### src/rtl/adder_full_8bit_reg.sv
// adder_full_8bit_reg -- registered 8-bit ripple-carry adder with carry-in/out.
//
// {proC, sum} = add + aug + preC. The result is registered one clock after
// in_valid, and out_valid marks it.
//
// Ports:
//   clk       in   system clock (rising edge)
//   rst       in   synchronous reset, active-high; has priority over in_valid
//   add       in   [7:0] addend
//   aug       in   [7:0] augend
//   preC      in   carry-in
//   in_valid  in   operands valid; result is captured on this edge
//   sum       out  [7:0] registered sum
//   proC      out  registered carry-out (result bit 8)
//   out_valid out  registered; one pulse per accepted operand set
//   ovf       out  registered two's-complement overflow
//                  (present only when ADDER_FULL_8BIT_OVF_EN is defined)
//
// Optional feature macro: ADDER_FULL_8BIT_OVF_EN

// One bit of the ripple chain.
module adder_fa_cell (
  input  logic a,
  input  logic b,
  input  logic ci,
  output logic s,
  output logic co
);
  logic p;
  assign p  = a ^ b;
  assign s  = p ^ ci;
  assign co = (a & b) | (ci & p);
endmodule

module adder_full_8bit_reg (
  input  logic       clk,
  input  logic       rst,
  input  logic [7:0] add,
  input  logic [7:0] aug,
  input  logic       preC,
  input  logic       in_valid,
  output logic [7:0] sum,
  output logic       proC,
`ifdef ADDER_FULL_8BIT_OVF_EN
  output logic       ovf,
`endif
  output logic       out_valid
);
  localparam int W = 8;

  // c[i] is the carry into cell i; c[W] is the carry-out.
  logic [W:0]   c;
  logic [W-1:0] s;

  assign c[0] = preC;

  adder_fa_cell u_fa [W-1:0] (
    .a  (add),
    .b  (aug),
    .ci (c[W-1:0]),
    .s  (s),
    .co (c[W:1])
  );

  // sum/proC only load on accepted operands; out_valid follows in_valid
  // every non-reset edge so back-to-back operands stream with no bubbles.
  always_ff @(posedge clk) begin
    if (rst) begin
      sum       <= '0;
      proC      <= 1'b0;
      out_valid <= 1'b0;
    end else begin
      out_valid <= in_valid;
      if (in_valid) begin
        sum  <= s;
        proC <= c[W];
      end
    end
  end

`ifdef ADDER_FULL_8BIT_OVF_EN
  // Signed overflow: carry into the sign bit differs from carry out of it.
  always_ff @(posedge clk) begin
    if (rst)           ovf <= 1'b0;
    else if (in_valid) ovf <= c[W] ^ c[W-1];
  end
`endif

endmodule

### config.mk
export PLATFORM = sky130hd
export DESIGN_NAME = adder_full_8bit_reg
export DESIGN_NICKNAME = d
export VERILOG_FILES = /design/src/rtl/adder_full_8bit_reg.sv
export SDC_FILE = /design/constraint.sdc
export NUM_CORES = 1
export LEC_CHECK = 0
export CAP_MARGIN = 20
export CORE_MARGIN = 2
export CORE_UTILIZATION = 33
export CTS_CLUSTER_DIAMETER = 200
export DETAILED_ROUTE_END_ITERATION = 16
export GPL_ROUTABILITY_DRIVEN = 0
export MAX_ROUTING_LAYER = met4
export PLACE_DENSITY = 0.73
export RECOVER_POWER = 25
export REMOVE_ABC_BUFFERS = 1
export SETUP_SLACK_MARGIN = 0.4
export SLEW_MARGIN = 25
export SYNTH_ARGS = -nofsm -noshare
export SYNTH_HDL_FRONTEND = slang
export SYNTH_SLANG_ARGS = --single-unit
### constraint.sdc
create_clock -name clk -period 4.1 [get_ports clk]
set_input_delay 0.82 -clock clk [delete_from_list [all_inputs] [get_ports clk]]
set_output_delay 0.82 -clock clk [all_outputs]
set_load 0.005 [all_outputs]
==> flow_summary.toml <==
[critical_path]
regToRegEndpoint = "sum[0]"
worst-path-buf-inv = 4
worst_setup_path_start_kind = "primary input"
worst-path-max-fanout = 1
critPathMostFrequentCell = "sky130_fd_sc_hd__fa_2"
worstSetupPathType = "primary input to flop"
worstPathArrival_ns = 3.91
r2r-start = "sum[0]"
timing.critical_path.to_type = "flop"
timing.critical_path.required_ns = 4.28
crit_start = "preC"
r2r_cells = 2
rrSetupSlack_ns = 3.45
critical_path.top_delay_family = "adder cells"
worst_path_largest_cell_delay_ns = 0.41
slowest_stage = "sky130_fd_sc_hd__fa_1"
worstPathCellList = "buf_6 -> inv_4 -> fa_2 -> inv_2 -> fa_2 -> fa_2 -> fa_2 -> fa_2 -> fa_2 -> fa_2 -> inv_2 -> fa_1 -> a211oi_2"

[cts]
tritoncts_clock_tree = "done"
clock_buffer_count_from_cts = 3
cts.sinks = 10
cts.repair_timing.setup_buffer_count = 0
ctsLongestPathBuffers = 2
cts.clk_slew.worst_paths_ns = 0.06
cts-root-buf = "sky130_fd_sc_hd__clkbuf_4"
clk-insertion-delay-late_ns = 0.26
cts_max_level = 1

[global_routing]
gr-total-overflow = 0
pin_count_of_the_biggest_net_entering_global_routing = 14
first_global_vias = 408
grt_pass1_wl_um = 1790
initial_antenna_violation_count = 0
globalRouteTotalUtil_pct = 13.3

[timing]
achievable-frequency_mhz = 268
finalHoldWorstSlack_ns = 0.484
pins_over_slew_limit = 0
rsz0062_at_grt = "yes"
timing.final.crit_share_pct = 90.9
worst_slew_margin_rel_pct = 59.6
fin_skew_ns = 0
hold_viol_final = 0
finalWorstPathRequiredPeriod_ns = 3.73
tightest_slew_ns = 0.604
report.final.setup_viol = 0

[cells_and_area]
num-nets-final = 106
final_cell_mix = "21 x sky130_fd_sc_hd__clkdlybuf4s50_1, 10 x sky130_fd_sc_hd__dfxtp_1, 9 x sky130_fd_sc_hd__nor2_1"
final_layout_size_suffix_gt1_share_pct = 26.3
antenna_cells = 0
fin_util_pct = 58.0
area_delta_synth_final_pct = 63.5
mostFrequentLayoutCell = "sky130_fd_sc_hd__clkdlybuf4s50_1"

[worst_hold_path]
whs_endpoint = "sum[0]"
worst_hold_path.num_cells = 2
hold_path.class = "flop to flop"
hold_path.startpoint = "sum[0]"

[power_and_ir_drop]
peakVddDrop_mv = 0.174
p_leak_nw = 0.364
pwr_per_cell_area_nw_per_um2 = 291
post-layout-total-power_w = 0.000255

[logic_synthesis]
post_synth_num_cell_types = 10
synth.ff_latch_count = 10
mappedNetlistArea_um2 = 534
synth.yosys.warnings = 0
synthesis.area_per_instance_um2 = 11.6
post_synth_inst_count = 46
synth-seq-area-share_pct = 37.5

[floorplan]
design.die.area_um2 = 1960
floorplan.initialDensity_pct = 35.5
die_w_um = 44.2
core_area_um2 = 1510
placementRows = 14
io_pins = 30
floorplan.die.height_um = 44.2

[place]
hpwlAfterDp_um = 821
io_buffers = 29

[detailed_routing]
detail-route-antenna-nets = 0
wl_um = 1010
routed_wire_length_per_instance_um = 11.0
first_pass_iteration_count_of_the_detailed_router = 4
viasPerCell = 4.43
vias = 408
drt-initial-drc-count = 4
post-route-drc-count = 0

[job]
max_cap_violations = 0

[status]
run_status = "completed"
==> cells in the mapped netlist (all sizes together) <==
library cell / count / share of area [%]
nor2b: 1 / 1.2
dfxtp: 10 / 37
inv: 7 / 4.9
mux2i: 6 / 11
clkbuf: 1 / 0.70
buf: 1 / 2.1
a211oi: 3 / 6.1
fa: 8 / 30
nor2: 9 / 6.3
==> repair_timing <==
item | CTS | global route
setup endpoints to repair | 3 | 1
resized for setup | 27 | 0
pin swaps | 9 | 6
hold buffers | 0 | 0
==> layout make-up <==
class	instances	area [um2]
fillers	127	633
multi-input cells	27	310
repair buffers	29	292
flip-flops and latches	10	200
inverters	7	28.8
clock buffers	3	22.5
well taps	16	20.0
==> metal layers <==
metal	global-route usage [%]	routed length (um)	vias to the layer above
met4	7.27	0	0
met2	19.1	500	18
met5	-	0	-
met1	16.3	422	186
li1	-	-	204
met3	4.49	88	0
==> stage by stage <==
step	setup TNS (ns)	worst slack (ns)	instance area, um2	std cells
floorplan	0	0.0236	519	44
global placement	-0.749	-0.489	830	89
detailed placement	-0.876	-0.546	830	89
CTS	0	0.207	873	92
global route	0	0.293	873	92
finish	0	0.371	873	92
==> worst register-to-register path: stages, from the launching register on <==
cell and delay (ns):
sky130_fd_sc_hd__dfxtp_1 0.33, sky130_fd_sc_hd__nor2_1 0.04, sky130_fd_sc_hd__a211oi_1 0.21
==> logic make-up after synthesis <==
| family | synth area share (%) |
|---|---|
| adders and majority gates | 30.0 |
| muxes | 11.2 |
| and+or+nand+nor | 7.49 |
| DFF | 37.5 |
| AOI/OAI and AO/OA | 6.09 |
| buffers and inverters | 7.73 |
==> state kept, by name (all words and copies together) (netlist names) <==
name and count:
out_valid 1, sum 8, proC 1
==> where the power goes <==
part | internal (W) | switching [W] | leakage, nW | total [W]
clock network | 0.0000338 | 0.0000318 | 0.0138 | 0.0000657
logic | 0.0000488 | 0.0000286 | 0.268 | 0.0000774
registers | 0.000107 | 0.00000465 | 0.0829 | 0.000112
==> how the worst max path moves through the flow <==
stage,to,slack (ns),depth (start not counted)
after floorplan,sum[7],0.02,12
after global placement,sum[7],-0.49,13
after detailed placement,sum[7],-0.55,13
after CTS,sum[7],0.21,13
after global routing,sum[7],0.29,13
final,sum[7],0.37,13
Power figures use the tool's default switching activity.
